## src/rtl/div_share_pkg.sv

```systemverilog
`default_nettype none
// ============================================================================
//  Module   : div_share_pkg
//  Purpose  : Shared types, constants and helpers for the shared-divider
//             controller (FSM states, requester id, overflow detection).
//  Revision : 1.0 - initial release
// ============================================================================
package div_share_pkg;

  localparam int NUM_REQ = 2;

  typedef enum logic [1:0] {
    IDLE = 2'd0,
    EXEC = 2'd1,
    RESP = 2'd2
  } state_t;

  typedef logic req_id_t;

  // True when the low n bits encode MIN / -1, the only signed quotient that
  // does not fit in n bits. Operands are passed zero-extended to 64 bits so
  // one function serves every width.
  function automatic logic is_div_ovf(input logic [63:0] dividend,
                                      input logic [63:0] divisor,
                                      input int          n);
    logic r;
    r = 1'b1;
    for (int i = 0; i < 64; i++) begin
      if (i < n) begin
        if (!divisor[i]) r = 1'b0;
        if (i == n - 1) begin
          if (!dividend[i]) r = 1'b0;
        end else if (dividend[i]) begin
          r = 1'b0;
        end
      end
    end
    return r;
  endfunction

endpackage
`default_nettype wire

```

## src/rtl/div_share_div.sv

```systemverilog
`default_nettype none
// ============================================================================
//  Module   : Div
//  Purpose  : Combinational signed divider. Quotient truncates toward zero,
//             remainder carries the sign of the dividend. MIN / -1 wraps to
//             MIN with remainder 0; a zero divisor yields q=0, r=dividend.
//  Revision : 1.0 - initial release
// ============================================================================
module Div
  import div_share_pkg::*;
#(
  parameter int N = 8
) (
  input  logic [N-1:0] dividendo_i,
  input  logic [N-1:0] divisor_i,
  output logic [N-1:0] cociente_o,
  output logic [N-1:0] residuo_o
);

  // Special cases are resolved explicitly so the native operators never see
  // an undefined or overflowing operand pair.
  always_comb begin
    cociente_o = '0;
    residuo_o  = dividendo_i;
    if (divisor_i == '0) begin
      cociente_o = '0;
      residuo_o  = dividendo_i;
    end else if (is_div_ovf(64'(dividendo_i), 64'(divisor_i), N)) begin
      cociente_o = dividendo_i;
      residuo_o  = '0;
    end else begin
      cociente_o = $signed(dividendo_i) / $signed(divisor_i);
      residuo_o  = $signed(dividendo_i) % $signed(divisor_i);
    end
  end

endmodule
`default_nettype wire

```

## src/rtl/div_share_rr_arb2.sv

```systemverilog
`default_nettype none
// ============================================================================
//  Module   : rr_arb2
//  Purpose  : Combinational two-way round-robin grant. The prio requester
//             wins when valid, otherwise the other one is granted.
//  Revision : 1.0 - initial release
// ============================================================================
module rr_arb2
  import div_share_pkg::*;
(
  input  logic [NUM_REQ-1:0] req_valid_i,
  input  logic               prio_i,
  output logic               grant_valid_o,
  output logic               grant_id_o
);

  // Pick prio when it is asking, else fall back to the other requester.
  always_comb begin
    grant_valid_o = |req_valid_i;
    grant_id_o    = req_valid_i[prio_i] ? prio_i : ~prio_i;
  end

endmodule
`default_nettype wire

```

## src/rtl/div_share_ctrl.sv

```systemverilog
`default_nettype none
// ============================================================================
//  Module   : div_share_ctrl
//  Purpose  : Shares one combinational signed divider between two
//             requesters: round-robin grant, operand latch, one execute
//             cycle, then a held valid/ready response tagged with the id.
//  Options  : DIV_ZERO_CHECK_EN - divisor 0 bypasses EXEC and reports err.
//  Revision : 1.0 - initial release
// ============================================================================
module div_share_ctrl
  import div_share_pkg::*;
#(
  parameter int N = 8
) (
  input  logic                 clk,
  input  logic                 rst,
  input  logic [NUM_REQ-1:0]   req_valid,
  output logic [NUM_REQ-1:0]   req_ready,
  input  logic [2*N-1:0]       req_dividendo,
  input  logic [2*N-1:0]       req_divisor,
  output logic                 rsp_valid,
  input  logic                 rsp_ready,
  output logic                 rsp_id,
  output logic [N-1:0]         rsp_cociente,
  output logic [N-1:0]         rsp_residuo,
  output logic                 rsp_ovf,
  output logic                 rsp_err,
  output logic                 busy
);

  state_t        state_q, state_d;
  req_id_t       prio_q, prio_d;
  req_id_t       id_q, id_d;
  logic [N-1:0]  dvd_q, dvd_d;
  logic [N-1:0]  dvs_q, dvs_d;
  logic [N-1:0]  quo_q, quo_d;
  logic [N-1:0]  rem_q, rem_d;
  logic          ovf_q, ovf_d;
`ifdef DIV_ZERO_CHECK_EN
  logic          err_q, err_d;
`endif

  logic          grant_valid;
  req_id_t       grant_id;
  logic [N-1:0]  sel_dvd;
  logic [N-1:0]  sel_dvs;
  logic [N-1:0]  div_q;
  logic [N-1:0]  div_r;

  rr_arb2 u_arb (
    .req_valid_i   (req_valid),
    .prio_i        (prio_q),
    .grant_valid_o (grant_valid),
    .grant_id_o    (grant_id)
  );

  // The divider only ever sees latched operands, never the live request bus.
  Div #(.N(N)) u_div (
    .dividendo_i (dvd_q),
    .divisor_i   (dvs_q),
    .cociente_o  (div_q),
    .residuo_o   (div_r)
  );

  assign sel_dvd = grant_id ? req_dividendo[2*N-1:N] : req_dividendo[N-1:0];
  assign sel_dvs = grant_id ? req_divisor[2*N-1:N]   : req_divisor[N-1:0];

  // Next-state and grant logic; registers hold unless a state moves them.
  always_comb begin
    state_d   = state_q;
    prio_d    = prio_q;
    id_d      = id_q;
    dvd_d     = dvd_q;
    dvs_d     = dvs_q;
    quo_d     = quo_q;
    rem_d     = rem_q;
    ovf_d     = ovf_q;
`ifdef DIV_ZERO_CHECK_EN
    err_d     = err_q;
`endif
    req_ready = '0;
    case (state_q)
      IDLE: begin
        if (grant_valid && !rst) begin
          req_ready[grant_id] = 1'b1;
        end
        if (grant_valid) begin
          id_d = grant_id;
`ifdef DIV_ZERO_CHECK_EN
          if (sel_dvs == '0) begin
            // Divider inputs keep their old values on the bypass path.
            quo_d   = '0;
            rem_d   = sel_dvd;
            ovf_d   = 1'b0;
            err_d   = 1'b1;
            state_d = RESP;
          end else begin
            dvd_d   = sel_dvd;
            dvs_d   = sel_dvs;
            state_d = EXEC;
          end
`else
          dvd_d   = sel_dvd;
          dvs_d   = sel_dvs;
          state_d = EXEC;
`endif
        end
      end
      EXEC: begin
        quo_d   = div_q;
        rem_d   = div_r;
        ovf_d   = is_div_ovf(64'(dvd_q), 64'(dvs_q), N);
`ifdef DIV_ZERO_CHECK_EN
        err_d   = 1'b0;
`endif
        state_d = RESP;
      end
      RESP: begin
        if (rsp_ready) begin
          prio_d  = ~id_q;
          state_d = IDLE;
        end
      end
      default: state_d = IDLE;
    endcase
  end

  // State and datapath registers; reset drops any in-flight transaction.
  always_ff @(posedge clk or posedge rst) begin
    if (rst) begin
      state_q <= IDLE;
      prio_q  <= 1'b0;
      id_q    <= 1'b0;
      dvd_q   <= '0;
      dvs_q   <= '0;
      quo_q   <= '0;
      rem_q   <= '0;
      ovf_q   <= 1'b0;
`ifdef DIV_ZERO_CHECK_EN
      err_q   <= 1'b0;
`endif
    end else begin
      state_q <= state_d;
      prio_q  <= prio_d;
      id_q    <= id_d;
      dvd_q   <= dvd_d;
      dvs_q   <= dvs_d;
      quo_q   <= quo_d;
      rem_q   <= rem_d;
      ovf_q   <= ovf_d;
`ifdef DIV_ZERO_CHECK_EN
      err_q   <= err_d;
`endif
    end
  end

  assign rsp_valid    = (state_q == RESP);
  assign busy         = (state_q != IDLE);
  assign rsp_id       = id_q;
  assign rsp_cociente = quo_q;
  assign rsp_residuo  = rem_q;
  assign rsp_ovf      = ovf_q;
`ifdef DIV_ZERO_CHECK_EN
  assign rsp_err      = err_q;
`else
  assign rsp_err      = 1'b0;
`endif

endmodule
`default_nettype wire

```

## config.mk

```make
export PLATFORM = sky130hd
export DESIGN_NAME = div_share_ctrl
export DESIGN_NICKNAME = d
export VERILOG_FILES = /design/src/rtl/div_share_pkg.sv /design/src/rtl/div_share_div.sv /design/src/rtl/div_share_rr_arb2.sv /design/src/rtl/div_share_ctrl.sv
export SDC_FILE = /design/constraint.sdc
export NUM_CORES = 1
export LEC_CHECK = 0
export BUFFER_PORTS_ARGS = -buffer_cell sky130_fd_sc_hd__buf_2
export CAP_MARGIN = 15
export CORE_ASPECT_RATIO = 0.6
export CORE_UTILIZATION = 55
export CTS_BUF_LIST = sky130_fd_sc_hd__clkbuf_16
export DETAILED_ROUTE_END_ITERATION = 16
export GPL_ROUTABILITY_DRIVEN = 0
export PLACE_DENSITY = 0.82
export SYNTH_ARGS = -nofsm -noshare
export SYNTH_HDL_FRONTEND = slang
export SYNTH_SLANG_ARGS = --single-unit
```

## constraint.sdc

```tcl
create_clock -name clk -period 25.9 [get_ports clk]
set_input_delay 1.295 -clock clk [delete_from_list [all_inputs] [get_ports clk]]
set_output_delay 1.295 -clock clk [all_outputs]
set_load 0.05 [all_outputs]
```

### After elaboration in Yosys (flattened, before gate mapping)

Cells that the tools add are included.

| cells by class | value |
|---|---|
| mux-type cells | 33 |
| bitwise logic cells | 2 |
| reduce and logical (&&, ||, !) cells | 10 |
| divide/modulo/power cells | 2 |
| magnitude comparators | 3 |
| eq/ne operators | 4 |

Operators by type and width:

| kind | count |
|---|---|
| $mux 8 | 6 |
| $mux 1 | 21 |
| $div 8x8->8 | 1 |
| $logic_not 8->1 | 1 |
| $mod 8x8->8 | 1 |
| $mux 2 | 4 |
| $pmux 2 s3 | 1 |
| $reduce_and 2->1 | 3 |
| $lt 1x2->1 const B | 2 |
| $eq 2x1->1 const B | 1 |
| $eq 2x2->1 const B | 1 |
| $logic_and 1x1->1 | 2 |
| $logic_not 2->1 | 1 |
| $ne 2x1->1 const B | 1 |
| $ne 2x2->1 const B | 1 |
| $not 1->1 | 2 |
| $reduce_bool 2->1 | 1 |
| $reduce_or 2->1 | 1 |
| $demux 1 s1 | 1 |
| $ge 1x1->1 const B | 1 |
| $logic_not 1->1 | 1 |

| word-level totals | value |
|---|---|
| flip-flop bits (word level) | 37 |
| input port bits | 37 |
| output and inout port bits | 23 |
| logic and storage cells | 62 |

### Longest topological paths before layout

Gate-level depths: netlist (run 1).

| depth | value |
|---|---|
| depth after elaboration | 19 |
| depth in mapped cells | 70 |
| mapped depth without buffers | 67 |

### Hierarchy

From an unflattened synthesis (run 1), not the netlist that was laid out.

| second synthesis, totals | value |
|---|---|
| cell total of the unflattened synthesis | 552 |
| area, all modules | 4644.5 um2 |

By module, submodules not included:

| module | area an instance (um2) | cells an instance | instances |
|---|---|---|---|
| Div | 2951.6 | 418 | 1 |
| div_share_ctrl | 1672.9 | 131 | 1 |
| rr_arb2 | 20.0 | 3 | 1 |

### Worst setup path after synthesis (run 1)

No wires, ideal clock.

| timing path | value |
|---|---|
| path type | register -> register |
| start | register dvs_q[0] |
| end | register rem_q[7] (netlist: rsp_residuo[7]) |
| stages on the path, launching flop included | 65 |
| period minus slack after synthesis | 13732 ps |
| path buffers | 3 |
| arrival | 13650 ps |
| path slack | 12168 ps |
| data required time | 25818 ps |
| path through | dfrtp_1 -> inv_1 -> ha_1 -> nor2b_1 -> or3_1 -> o211ai_1 -> nand2_1 -> nor3_1 -> a21oi_1 -> a21oi_1 -> ha_1 -> o21ai_0 -> nor2b_1 -> a21oi_1 -> a31oi_1 -> a21oi_1 -> ha_1 -> o211ai_1 -> (+29 left out) -> a41oi_1 -> nor2_1 -> clkinv_1 -> buf_1 -> o21ai_0 -> ha_1 -> nor2b_1 -> o2111ai_1 -> nand4_1 -> and2_1 -> clkbuf_1 -> clkbuf_1 -> a22oi_1 -> o41ai_1 -> a211o_1 -> nor4b_2 -> mux2_2 -> a31oi_1 |

| on the way | value |
|---|---|
| longest elaborated chain between the ends | 19 |
| elaborated cells on any way between the ends | 21 |

RTL lines:

| element | RTL line | text |
|---|---|---|
| from (decl) | div_share_ctrl.sv:35 | `logic [N-1:0] dvs_q, dvs_d;` |
| from (signal assigned) | div_share_ctrl.sv:147 | `dvs_q <= dvs_d;` |
| branches (longest 18 deep; another with $mod 8x8->8) | -- |  |
| $mux 8 (*) | div_share_div.sv:25 | `if (divisor_i == '0) begin` |
| to (signal assigned) | div_share_ctrl.sv:149 | `rem_q <= rem_d;` |
| to (decl) | div_share_ctrl.sv:37 | `logic [N-1:0] rem_q, rem_d;` |

Mark *: on every way between the ends. The select of a mux whose other input is x is not followed.
A chain may end at the register's enable or synchronous reset.

### Worst setup path after layout (run 1)

Same ends and word-level chain as after synthesis.

==> impl_metrics.env, run 1 <==
export IMPL_die_w_um=118
export IMPL_areaGrowthSynthToFinish_pct=10.9
export IMPL_cts_resized=0
export IMPL_r2r_end="rsp_residuo[7]"
export IMPL_postCtsSetupRepairBufs=0
export IMPL_start_util=0.566
export IMPL_slowest_delay_ns=0.98
export IMPL_crit_arrival_ns=17.60
export IMPL_cts_max_level=2
export IMPL_yosys_area_top_type="dfrtp_1"
export IMPL_port_buffers=58
export IMPL_vias_per_cell=6.50
export IMPL_vias=4807
export IMPL_dp_cells=733
export IMPL_cts_buffers=5
export IMPL_die_h_um=71.8
export IMPL_ios=60
export IMPL_overflow=0
export IMPL_r2r_start="dvs_q[0]"
export IMPL_cts_tree="built"
export IMPL_netlist_instances=589
export IMPL_clk_latency_ns=0.28
export IMPL_post_drt_wl_per_cell_um=18.4
export IMPL_grt_start_max_net_pins=39
export IMPL_hp_start="rsp_cociente[4]"
export IMPL_r2r_slack_ns=8.50
export IMPL_synth_area_top_cells="dfrtp_1 21%, ha_1 11%, nand2_1 6.0%, o21ai_0 5.7%, nor2_1 5.0%"
export IMPL_ys_ff_latch=37
export IMPL_async_reset_ff_frac=1.00
export IMPL_place_hpwl_mm=10.8
export IMPL_finalSetupViolations=0
export IMPL_antenna_found_initial=0
export IMPL_ys_flop_type="dfrtp_1"
export IMPL_placed_area_um2=4820
export IMPL_grt_use_total=0.322
export IMPL_setup_tns_ns=0
export IMPL_cp_required_ns=26.10
export IMPL_drive_gt1_frac=0.134
export IMPL_clock_sinks=37
export IMPL_diodes=0
export IMPL_worst_slew_pin_transition_ns=1.14
export IMPL_finalCritPeriodShare=0.672
export IMPL_cts_root_buf="clkbuf_16"
export IMPL_ctsHoldBuffers=0
export IMPL_path_clk_slew_ns=0.05
export IMPL_synth_edff_count=0
export IMPL_syn_area_um2=4460
export IMPL_grt_pass1_vias=4246
export IMPL_final_util=0.628
export IMPL_yosysWarningCount=0
export IMPL_skew_ns=0.00370
export IMPL_crit_path_start="dvs_q[0]"
export IMPL_cpMostUsedCell="ha_1"
export IMPL_dieArea_um2=8490
export IMPL_ys_seq_area_frac=0.207
export IMPL_core_um2=7880
export IMPL_crit_type="reg2reg"
export IMPL_critical_path_buf_inv_count=6
export IMPL_final_area_um2=4950
export IMPL_synth_area_per_cell_um2=7.58
export IMPL_synth_cell_types=75
export IMPL_min_period_ns=17.40
export IMPL_cp_slowest_cell="o32ai_1"
export IMPL_relSlewSlack=0.236
export IMPL_rsz0062_at_grt="no"
export IMPL_crit_path_end_kind="register"
export IMPL_crit_cells=62
export IMPL_drt_total_wl_mm=13.6
export IMPL_drt_iter0_markers=674
export IMPL_final_max_slew_viol_count=0
export IMPL_finalHoldViolations=0
export IMPL_cp_max_fo=19
export IMPL_fmax_mhz=57.5
export IMPL_start_kind="register"
export IMPL_final_antenna_net_count=0
export IMPL_drc_errors=0
export IMPL_synth_top_area_frac=0.207
export IMPL_grt_pass1_wl_mm=21.5
export IMPL_first_pass_iters=7
export IMPL_rr_worst_depth=62
export IMPL_cp_top_family="compound AO/OA/AOI/OAI gates"
export IMPL_synth_nets=668
export IMPL_status="complete, no violations"
export IMPL_fin_cells=740
export IMPL_critPathCapture="rsp_residuo[7]"
export IMPL_nNetsFinal=711
export IMPL_row_count=25
export IMPL_hp_class="reg2reg"
export IMPL_cap_violations=0
export IMPL_cts_buffer_depth=2
[cells by family after synthesis]
kind of cell,share of synthesized area
AND/OR/NAND/NOR,0.242
AO/OA/AOI/OAI,0.256
other,0.000840
adder cells (fa/ha/maj),0.119
buffers and inverters,0.0488
XOR/XNOR,0.0706
multiplexers,0.0544
flip-flops,0.207
[stage by stage]
| step | setup WS [ns] | hold slack, ns |
|---|---|---|
| final | 8.50 | 0.479 |
| after global routing | 7.40 | 0.500 |
| after CTS | 9.20 | 0.481 |
| after detailed placement | 9.31 | 0.469 |
| after global placement | 9.96 | 0.464 |
| after floorplan | 12.17 | 0.504 |
[worst min path at each step]
stage | slack [ns] | cells past startpoint | end
6_report | 0.48 | 2 | rsp_cociente[4]
3_3_place_gp | 0.46 | 1 | rsp_cociente[7]
5_1_grt | 0.50 | 2 | rsp_ovf
2_1_floorplan | 0.50 | 2 | dvd_q[6]
3_5_place_dp | 0.47 | 2 | rsp_cociente[4]
4_1_cts | 0.48 | 2 | rsp_cociente[4]
[cell usage after synthesis, types with 3 or more instances]
cell / n
ha_1: 41
inv_1: 31
mux2i_1: 22
a21oi_1: 31
and3_1: 3
buf_1: 5
dfrtp_1: 37
nor2b_1: 11
xnor2_1: 16
or2_2: 3
nand2_1: 71
o31ai_1: 8
nor3b_1: 5
nor3_1: 19
o211ai_1: 9
a21o_1: 6
xor2_1: 20
a211oi_1: 9
nor2_1: 59
nand2b_1: 9
a221oi_1: 5
o21ai_0: 51
a31oi_1: 8
nand4_1: 8
nand3_1: 5
clkbuf_1: 19
o21a_1: 8
or3_1: 7
a21boi_0: 4
a22oi_1: 3
[state kept, by name, summed over array words and instances, names as in the netlist]
signal,count
dvd_q,8
dvs_q,8
prio_q,1
rsp_cociente,8
rsp_id,1
rsp_ovf,1
rsp_residuo,8
state_q,2
[placed cells by master, fill, tap and decap left out, types with 6 or more instances in the layout]
cell	count
a211oi_1	9
a21o_1	6
a21oi_1	31
a31oi_1	8
buf_2	58
dfrtp_1	37
ha_1	41
inv_1	32
mux2i_1	21
nand2_1	71
nand2b_1	9
nand4_1	8
nor2_1	59
nor2b_1	11
nor3_1	19
o211ai_1	9
o21a_1	8
o21ai_0	51
o31ai_1	8
or3_1	7
xnor2_1	16
xor2_1	20
[final cells by class]
type                       instances  area (um^2)
sequential                        37          926
tap                              108          135
timing repair buffer              61          313
inverter                          32          120
multi-input combinational        495         3320
fill                             686         2930
clock inverter                     2         7.51
clock buffer                       5          125
[worst min-delay path, stage by stage, from the launching register on]
cell	delay, ns
dfrtp_1	0.34
nand2_1	0.05
o21ai_0	0.06
[layer usage]
metal	global-route usage	routed length, um
met2	0.455	5560
met4	0.0954	216
met3	0.0987	1690
met5	0	0
met1	0.466	6140
Power of run 1 is not shown: default switching activity piles up to over one toggle a cycle in this logic, so the estimate is an artifact.
==> run 2, diff against run 1 <==
Clock period 25.9 ns to 17 ns, I/O delays scaled along.
==> run 2 against run 1 <==
  * Critical path depth rose by 1
  * Sequential share of layout area fell by 0.21 points
  * Worst setup slack got worse by 7.5 ns
  * Critical endpoint unchanged
  * Count of clock-buffer cells in the layout did not move
==> impl_metrics.env, run 2 (synthesis results as in run 1) <==
export IMPL_final_area_um2=5010
export IMPL_grt_use_total=0.322
export IMPL_final_max_slew_viol_count=0
export IMPL_setup_tns_ns=0
export IMPL_final_cell_mix="71 x nand2_1, 58 x nor2_1, 58 x buf_2"
export IMPL_dp_cells=734
export IMPL_relSlewSlack=0.340
export IMPL_place_hpwl_mm=10.6
export IMPL_path_clk_slew_ns=0.05
export IMPL_cts_tree="built"
export IMPL_diodes=0
export IMPL_crit_type="reg2reg"
export IMPL_cpMostUsedCell="ha_1"
export IMPL_core_um2=7880
export IMPL_cp_max_fo=19
export IMPL_die_w_um=118
export IMPL_clock_sinks=37
export IMPL_wl_met2_mm=5.66
export IMPL_worst_slew_pin_transition_ns=0.983
export IMPL_crit_arrival_ns=16.20
export IMPL_final_antenna_net_count=0
export IMPL_crit_path_start="dvs_q[0]"
export IMPL_skew_ns=0.00752
export IMPL_cp_required_ns=17.21
export IMPL_rr_worst_depth=63
export IMPL_cap_violations=0
export IMPL_areaGrowthSynthToFinish_pct=12.1
export IMPL_cts_buffer_depth=2
export IMPL_die_h_um=71.8
export IMPL_r2r_end="rsp_residuo[7]"
export IMPL_finalCritPeriodShare=0.941
export IMPL_grt_pass1_wl_mm=21.5
export IMPL_post_drt_wl_per_cell_um=18.4
export IMPL_fmax_mhz=62.5
export IMPL_wl_met3_mm=1.59
export IMPL_top_layer="met4"
export IMPL_final_util=0.635
export IMPL_row_count=25
export IMPL_start_util=0.566
export IMPL_hp_start="rsp_cociente[6]"
export IMPL_drive_gt1_frac=0.145
export IMPL_clk_latency_ns=0.29
export IMPL_dieArea_um2=8490
export IMPL_r2r_start="dvs_q[0]"
export IMPL_grt_start_max_net_pins=39
export IMPL_start_kind="register"
export IMPL_final_common_cell="nand2_1"
export IMPL_finalSetupViolations=0
export IMPL_vias_per_cell=6.56
export IMPL_status="complete, no violations"
export IMPL_grt_pass1_vias=4167
export IMPL_hp_class="reg2reg"
export IMPL_vias=4868
export IMPL_drc_errors=0
export IMPL_fin_cells=742
export IMPL_ctsHoldBuffers=0
export IMPL_nNetsFinal=712
export IMPL_drt_iter0_markers=834
export IMPL_ios=60
export IMPL_crit_path_end_kind="register"
export IMPL_placed_area_um2=4830
export IMPL_drt_total_wl_mm=13.7
export IMPL_wl_met1_mm=6.17
export IMPL_cts_buffers=5
export IMPL_antenna_found_initial=0
export IMPL_overflow=0
export IMPL_finalHoldViolations=0
export IMPL_min_period_ns=15.99
export IMPL_r2r_slack_ns=1.01
export IMPL_slowest_delay_ns=0.54
export IMPL_port_buffers=58
export IMPL_cts_max_level=2
export IMPL_first_pass_iters=8
export IMPL_cts_root_buf="clkbuf_16"
export IMPL_cp_slowest_cell="o31ai_2"
export IMPL_critPathCapture="rsp_residuo[7]"
## run 2: cell type report
cell class | instances | area [um^2]
Timing Repair Buffer | 62 | 320
Inverter | 32 | 124
Tap cell | 108 | 135
Clock buffer | 5 | 125
Multi-Input combinational cell | 495 | 3330
Clock inverter | 3 | 42.5
Sequential cell | 37 | 926
Fill cell | 653 | 2880
## run 2: worst min-delay path by stage
| stage | to | slack, ns | cells past startpoint |
|---|---|---|---|
| after floorplan | dvd_q[6] | 0.50 | 2 |
| after global placement | rsp_cociente[7] | 0.46 | 1 |
| after detailed placement | rsp_cociente[7] | 0.46 | 1 |
| after CTS | rsp_cociente[6] | 0.49 | 2 |
| after global routing | rsp_cociente[6] | 0.51 | 2 |
| final | rsp_cociente[6] | 0.49 | 2 |
## run 2: timing repair
action,4_1_cts,5_1_grt
gates resized for setup,0,4
setup buffers,0,0
endpoints found under the setup margin,0,14
## run 2: critical path, delay by kind of cell (launching register included)
family	cells	cell delay, ns
multiplexers	2	0.77
adder cells (fa/ha/maj)	8	2.65
AO/OA/AOI/OAI	24	5.44
flip-flops	1	0.44
buffers and inverters	7	1.72
AND/OR/NAND/NOR	22	4.88
## run 2: per-stage QoR
step	hold WS, ns	setup slack, ns
floorplan	0.504	3.27
global placement	0.461	1.57
detailed placement	0.465	0.986
CTS	0.490	0.911
global route	0.510	-0.0697
finish	0.489	1.01
## run 2: metal layers
layer | track usage | vias up
met5 | 0 | -
met4 | 0.0627 | 0
met3 | 0.0605 | 36
met2 | 0.463 | 357
met1 | 0.496 | 2246
li1 | - | 2229
Power of run 2 is left out for the same reason.
